===== src/rtl/fu_burst_driver.sv =====
// fu_burst_driver
//   Streaming front/back end for the temporally programmed functional unit.
//   Pops BURST_LEN operand words from a FWFT input FIFO, replays them to the
//   FU as one gap-free `fu_valid` burst (the FU regfile write pointer resets
//   whenever valid drops), captures RES_LEN result strobes, and pushes the
//   results to the output FIFO.
//
// Ports
//   clk, rst        clock; asynchronous active-low reset
//   in_data/in_empty/in_rd_en      FWFT input FIFO side (rd_en combinational)
//   fu_din/fu_valid                registered operand stream to the FU
//   fu_dout/fu_dout_v              FU result and strobe (FU cannot stall)
//   out_data/out_wr_en/out_full    output FIFO side (wr_en combinational)
//   busy            high unless idle in FILL with nothing staged
//   timeout_err     sticky watchdog flag (cleared only by reset)
//
// Build option
//   FU_DRIVER_TIMEOUT_EN: when defined, an idle watchdog in WAIT aborts after
//   TIMEOUT strobe-free cycles, raises timeout_err and flushes the partial
//   result set. When undefined, WAIT waits forever and timeout_err is 0.

module fu_burst_driver #(
    parameter int BURST_LEN = 4,
    parameter int RES_LEN   = 4,
    parameter int TIMEOUT   = 255
) (
    input  logic        clk,
    input  logic        rst,
    input  logic [15:0] in_data,
    input  logic        in_empty,
    output logic        in_rd_en,
    output logic [15:0] fu_din,
    output logic        fu_valid,
    input  logic [15:0] fu_dout,
    input  logic        fu_dout_v,
    output logic [15:0] out_data,
    output logic        out_wr_en,
    input  logic        out_full,
    output logic        busy,
    output logic        timeout_err
);

    localparam int MAXL = (BURST_LEN > RES_LEN) ? BURST_LEN : RES_LEN;
    localparam int CW   = $clog2(MAXL) + 1;
    localparam int OAW  = (BURST_LEN > 1) ? $clog2(BURST_LEN) : 1;
    localparam int RAW  = (RES_LEN > 1) ? $clog2(RES_LEN) : 1;
    localparam logic [CW-1:0] OLAST = CW'(BURST_LEN - 1);
    localparam logic [CW-1:0] RLAST = CW'(RES_LEN - 1);

    typedef enum logic [1:0] {S_FILL, S_SEND, S_WAIT, S_FLUSH} state_t;

    state_t        r_state, w_state_nxt;
    logic [CW-1:0] r_cnt, w_cnt_nxt;
    logic [15:0]   r_obuf [2**OAW];
    logic [15:0]   r_rbuf [2**RAW];
    logic [15:0]   r_fu_din;
    logic          r_fu_valid;
    logic          w_pop, w_push, w_cap, w_timeout;
    logic [CW-1:0] w_flush_last;   // index of the last result FLUSH writes

`ifdef FU_DRIVER_TIMEOUT_EN
    localparam int IW = ($clog2(TIMEOUT + 1) > 8) ? $clog2(TIMEOUT + 1) : 8;
    localparam logic [IW-1:0] ILAST = IW'(TIMEOUT - 1);

    logic [IW-1:0] r_idle;
    logic [CW-1:0] r_flen;
    logic          r_tmo_err;

    // Fires on the TIMEOUT-th consecutive strobe-free WAIT cycle.
    assign w_timeout = (r_state == S_WAIT) && !fu_dout_v && (r_idle == ILAST);

    always_ff @(posedge clk or negedge rst) begin
        if (!rst) begin
            r_idle    <= '0;
            r_flen    <= RLAST;
            r_tmo_err <= 1'b0;
        end else begin
            if ((r_state == S_WAIT) && !fu_dout_v && !w_timeout)
                r_idle <= r_idle + 1'b1;
            else
                r_idle <= '0;
            // Flush length is frozen while flushing; an abort flushes only
            // the results captured so far.
            if (r_state != S_FLUSH)
                r_flen <= w_timeout ? (r_cnt - 1'b1) : RLAST;
            if (w_timeout)
                r_tmo_err <= 1'b1;
        end
    end

    assign w_flush_last = r_flen;
    assign timeout_err  = r_tmo_err;
`else
    assign w_timeout    = 1'b0;
    assign w_flush_last = RLAST;
    assign timeout_err  = 1'b0;
`endif

    always_comb begin
        w_state_nxt = r_state;
        w_cnt_nxt   = r_cnt;
        w_pop       = 1'b0;
        w_push      = 1'b0;
        w_cap       = 1'b0;
        case (r_state)
            S_FILL: begin
                if (!in_empty) begin
                    w_pop = 1'b1;
                    if (r_cnt == OLAST) begin
                        w_state_nxt = S_SEND;
                        w_cnt_nxt   = '0;
                    end else begin
                        w_cnt_nxt = r_cnt + 1'b1;
                    end
                end
            end
            S_SEND: begin
                if (r_cnt == OLAST) begin
                    w_state_nxt = S_WAIT;
                    w_cnt_nxt   = '0;
                end else begin
                    w_cnt_nxt = r_cnt + 1'b1;
                end
            end
            S_WAIT: begin
                if (fu_dout_v) begin
                    w_cap = 1'b1;
                    if (r_cnt == RLAST) begin
                        w_state_nxt = S_FLUSH;
                        w_cnt_nxt   = '0;
                    end else begin
                        w_cnt_nxt = r_cnt + 1'b1;
                    end
                end else if (w_timeout) begin
                    // Nothing captured means nothing to flush.
                    w_state_nxt = (r_cnt == '0) ? S_FILL : S_FLUSH;
                    w_cnt_nxt   = '0;
                end
            end
            S_FLUSH: begin
                if (!out_full) begin
                    w_push = 1'b1;
                    if (r_cnt == w_flush_last) begin
                        w_state_nxt = S_FILL;
                        w_cnt_nxt   = '0;
                    end else begin
                        w_cnt_nxt = r_cnt + 1'b1;
                    end
                end
            end
            default: begin
                w_state_nxt = S_FILL;
                w_cnt_nxt   = '0;
            end
        endcase
    end

    always_ff @(posedge clk or negedge rst) begin
        if (!rst) begin
            r_state    <= S_FILL;
            r_cnt      <= '0;
            r_fu_valid <= 1'b0;
            r_fu_din   <= '0;
        end else begin
            r_state    <= w_state_nxt;
            r_cnt      <= w_cnt_nxt;
            r_fu_valid <= (r_state == S_SEND);
            if (r_state == S_SEND)
                r_fu_din <= r_obuf[r_cnt[OAW-1:0]];
        end
    end

    // Staging buffers carry no reset; stale contents are never read.
    always_ff @(posedge clk) begin
        if (w_pop)
            r_obuf[r_cnt[OAW-1:0]] <= in_data;
        if (w_cap)
            r_rbuf[r_cnt[RAW-1:0]] <= fu_dout;
    end

    // FIFO strobes are gated by reset so nothing is popped or pushed while
    // the state is being held.
    assign in_rd_en  = w_pop & rst;
    assign out_wr_en = w_push & rst;
    assign out_data  = r_rbuf[r_cnt[RAW-1:0]];
    assign fu_din    = r_fu_din;
    assign fu_valid  = r_fu_valid;
    assign busy      = !((r_state == S_FILL) && (r_cnt == '0));

endmodule


===== config.mk =====
export PLATFORM = sky130hd
export DESIGN_NAME = fu_burst_driver
export DESIGN_NICKNAME = d
export VERILOG_FILES = /design/src/rtl/fu_burst_driver.sv
export SDC_FILE = /design/constraint.sdc
export NUM_CORES = 1
export LEC_CHECK = 0
export CORE_UTILIZATION = 40
export CTS_BUF_LIST = sky130_fd_sc_hd__clkbuf_2 sky130_fd_sc_hd__clkbuf_4 sky130_fd_sc_hd__clkbuf_8
export DETAILED_ROUTE_END_ITERATION = 6
export DONT_BUFFER_PORTS = 1
export MAX_ROUTING_LAYER = met4
export PLACE_DENSITY = 0.62
export SETUP_SLACK_MARGIN = 0.4
export SLEW_MARGIN = 10
export SYNTH_ARGS = -nofsm -noshare
export SYNTH_HDL_FRONTEND = slang
export SYNTH_SLANG_ARGS = --single-unit
export TNS_END_PERCENT = 10

===== constraint.sdc =====
create_clock -name clk -period 2.1 [get_ports clk]
set_input_delay 0.21 -clock clk [delete_from_list [all_inputs] [get_ports clk]]
set_output_delay 0.21 -clock clk [all_outputs]
set_load 0.02 [all_outputs]

# After elaboration in Yosys (flattened, before gate mapping)

Memories as Yosys holds them, arrays and structs flattened. A register that Yosys moved wholly into a read port is not among the register bits.
Index checks and enable logic that the tools add are counted.

Bits in registers: 6
RAM bits: 128
Word-level logic and storage cells: 49
Memories: 2

Memory list:

| name   | words | width | read ports | clocked after Yosys merged registers in | write ports | RTL line | RTL |
|---|---|---|---|---|---|---|---|
| r_obuf | 4     | 16    | 1          | 1                                       | 1           | 54       | `logic [15:0] r_obuf [2**OAW];` |
| r_rbuf | 4     | 16    | 1          | 0                                       | 1           | 55       | `logic [15:0] r_rbuf [2**RAW];` |

Add/sub/neg operators: 1
Equality and inequality tests: 11
Muxes and demuxes: 23
Reductions and logical operators: 7
Bitwise operators: 2

Operator list:

| kind                  | count |
|---|---|
| $mux W2               | 7 |
| $ne A2 B2 Y1 const B  | 7 |
| $mux W3               | 4 |
| $pmux W3 S4           | 1 |
| $mux W1               | 10 |
| $pmux W2 S4           | 1 |
| $reduce_and A7 Y1     | 1 |
| $eq A2 B2 Y1 const B  | 2 |
| $add A3 B1 Y3 const B | 1 |
| $eq A3 B2 Y1 const B  | 1 |
| $logic_not A3 Y1      | 1 |
| $reduce_and A3 Y1     | 1 |
| $and A1 B1 Y1         | 2 |
| $eq A2 B1 Y1 const B  | 1 |
| $logic_not A1 Y1      | 2 |
| $logic_not A2 Y1      | 1 |
| $logic_and A1 B1 Y1   | 1 |

# Longest topological paths before layout

Depth in word-level cells: 4
Depth in mapped cells: 7

# Worst setup path before layout

Ideal clock, no wire load.

Path kind: register to register
Start point: register r_cnt[1]
End point: memory r_obuf[0][0], enable pin
Clock period less this slack: 2.264 ns
Data arrival time: 1.875 ns
Stages on the path, launching flop included: 8
Data required time: 1.711 ns
Path buffers: 3
Slack: -0.164 ns
Path through: dfrtp_1 > buf_2 > buf_2 > buf_2 > inv_1 > ha_1 > nand2_1 > nor2_1

RTL lines:

| item                   | RTL line | RTL |
|---|---|---|
| start, declared        | 53       | `logic [CW-1:0] r_cnt, w_cnt_nxt;` |
| start signal, assigned | 166      | `r_cnt <= w_cnt_nxt;` |
| end, declared          | 54       |  |

No word-level cell before the write port.

# Worst setup path in the final report

Start point: register r_cnt[0]
End point: output port out_data[8]

Cells in the longest elaborated chain, start to end: 1

RTL lines:

| item           | RTL line | RTL |
|---|---|---|
| $mem_v2 Z4 W16 | --       |  |
| end, declared  | 36       | `output logic [15:0] out_data,` |

Every way passes these cells.

==> results.yml <==
die:
  rows: 43
  dieArea_sq_um: 14800
  io-pin-count: 74
  initial_utilization_pct: 41.1
  coreArea_sq_um: 13900
  die_x_um: 122
  die_h_um: 122
route:
  viasPerCell: 5.06
  drtIter0Drc: 156
  drt-wirelength-per-cell_um: 20.0
  num_vias: 2518
  postRouteWirelength_mm: 9.96
  postRouteAntennaNets: 0
  first_pass_iters: 4
  drcViolationCount: 0
power_and_ir_drop:
  pwr-share-clk_pct: 26.0
  intPower_mw: 6.30
  power_density_nw_per_um2: 1330
  ir_drop_v: 0.000677
  p_seq_share_pct: 45.6
  p_sw_share_pct: 30.8
  switchingPower_mw: 2.80
  leakage_nw: 2.34
  combPwrFrac_pct: 28.4
sta:
  fmax_mhz: 536
  fin_crit_ns: 1.86
  rsz0062_at_grt: "true"
  clock_skew_ns: 0.00714
  finalMaxSlewViolations: 0
  finalSetupViolations: 0
  hold-worst-slack_ns: 0.0883
  hold_viol: 0
  setup_tns_ns: 0
  finalCritPeriodShare_pct: 88.8
critical_path:
  cp.arrival_ns: 1.65
  path_max_fanout: 17
  path_class: "register to output port"
  critPathCaptureType: "output port"
  start_kind: "register"
  crit_required_ns: 1.89
clock_tree:
  cts_tree: "built"
  htree_levels: 4
  insertion_delay_ns: 0.45
  clk_pin_slew_ns: 0.08
  cts-root-buf: "clkbuf_8"
  clkSinkCount: 150
  numCtsBuffers: 17
  clockBufferDepth: 2
synth:
  syn_nets: 295
  yosysUniqueCellTypes: 25
  synth_top_area_share_pct: 67.0
  synth_seq_cells: 150
  syn_area_per_cell_sq_um: 22.9
  synth_top_area_cell: "edfxtp_1"
  syn_inst: 250
  synth.area.top_cells: "edfxtp_1 (67%), mux4_2 (11%), dfrtp_1 (9.6%), mux2_4 (2.6%), mux4_1 (2.3%)"
  syn-cell-area_sq_um: 5730
  ys_seq_area_share_pct: 76.6
  yosysWarningCount: 0
grt:
  grt_pass1_wl_mm: 15.2
  grt_max_degree: 23
  antenna_found_initial: 0
  grt_pass1_vias: 2710
  track_usage_pct: 15.2
  grt-ovfl-total: 0
final_layout:
  area_growth_pct: 19.0
  antennaDiodeCount: 0
  layout_commonest_cell: "edfxtp_1"
  stdcell_count: 498
  layout-drive-gt1-share_pct: 33.6
  fin_nets: 350
  nFillCells: 1109
  mostFrequentLayoutCells: "edfxtp_1 (128), dlygate4sd3_1 (34), mux4_2 (27)"
placed_design:
  dp.final_hpwl_mm: 5.98
  place.gp.congestion: 0.721
  portBuffers: 0
  place_inst: 427
run_status:
  status: "complete, no violations"
job:
  maxCapViolations: 0
worst_hold_path:
  hp-class: "input pin to register"
-- timing repair --
action	in CTS	in global routing
cloned	0	0
resized for setup	6	1
hold endpoints to repair	151	0
setup buffers	4	0
hold buffers	35	0
setup endpoints to repair	126	128
-- sequential cells by signal (all words and copies together) (netlist names) --
signal and cells:
r_rbuf 64, r_state 2, r_obuf 64, fu_valid 1
fu_din 16, r_cnt 3
-- worst paths after layout --
| check | from | end | slack, ns | cells past startpoint |
|---|---|---|---|---|
| max in group asynchronous | rst | r_cnt[0] | 1.74 | 2 |
| min in group asynchronous | rst | r_state[0] | 0.20 | 2 |
| setup / recovery | r_cnt[0] | out_data[8] | 0.24 | 2 |
| hold / removal | out_full | r_cnt[2] | 0.09 | 2 |
| setup reg to reg | r_cnt[0] | fu_din[12] | 0.27 | 4 |
| hold reg to reg | r_cnt[2] | r_cnt[2] | 0.56 | 2 |
-- cell usage after synthesis --
cell,number
edfxtp_1,128
mux4_2,27
dfrtp_1,22
mux2_4,10
mux2_2,9
ha_1,8
buf_2,6
inv_1,5
mux4_1,5
and2_1,4
and3_1,4
nor2_1,4
nand2_1,3
buf_4,2
buf_6,2
nor2b_1,2
a22oi_1,1
a31oi_1,1
buf_12,1
conb_1,1
mux2i_1,1
nand2b_1,1
nand3_1,1
nor4_1,1
o211ai_1,1
-- worst max-delay path, cell delays in order (launching register included) --
cell and delay, ns:
dfrtp_2 0.40, buf_12 0.20, mux4_2 0.62
-- cell families (layout without fill, tap and decap cells) --
kind of cell / after synthesis / after routing / share of synthesized area (%)
multiplexers: 52 / 52 / 17.5
flip-flops: 150 / 150 / 76.6
adder cells (fa/ha/maj): 8 / 8 / 1.75
other: 1 / 1 / 0.0654
AND/OR/NAND/NOR: 20 / 20 / 1.85
AO/OA/AOI/OAI: 3 / 3 / 0.371
buffers and inverters: 16 / 84 / 1.86
-- cell type report --
| cell class | instances | area, sq um | area share [%] |
|---|---|---|---|
| clock buffer | 17 | 234 | 3.43 |
| clock inverter | 15 | 201 | 2.95 |
| inverter | 5 | 21.3 | 0.312 |
| multi-input combinational | 84 | 1270 | 18.7 |
| sequential | 150 | 4400 | 64.4 |
| tap | 180 | 225 | 3.30 |
| timing repair buffer | 47 | 470 | 6.90 |
-- layer usage --
layer / global-route usage [%] / wire length, um / vias to the layer above
li1: - / - / 1127
met3: 5.20 / 531 / 20
met2: 24.0 / 5090 / 76
met1: 17.8 / 4150 / 1295
met4: 6.56 / 190 / 0
met5: - / 0 / -
-- per-stage QoR --
step | area (sq um) | util [%] | setup slack [ns] | total power, mW
after CTS | 6820 | 48.9 | 0.173 | 9.23
final | 6820 | 49.0 | 0.235 | 9.11
after floorplan | 5810 | - | 0.395 | 6.30
after global placement | 5980 | 42.9 | 0.219 | 6.62
after global routing | 6820 | 49.0 | 0.166 | 9.54
after detailed placement | 5980 | 42.9 | 0.176 | 6.67
-- power groups by stage --
stage	Clock [mW]	Combinational (mW)	Sequential (mW)
floorplan	0	2.17	4.13
global placement	0	2.35	4.26
detailed placement	0	2.39	4.28
CTS	2.44	2.63	4.16
global route	2.55	2.80	4.20
finish	2.37	2.58	4.15
No activity file was read; power rests on OpenSTA's default activity.
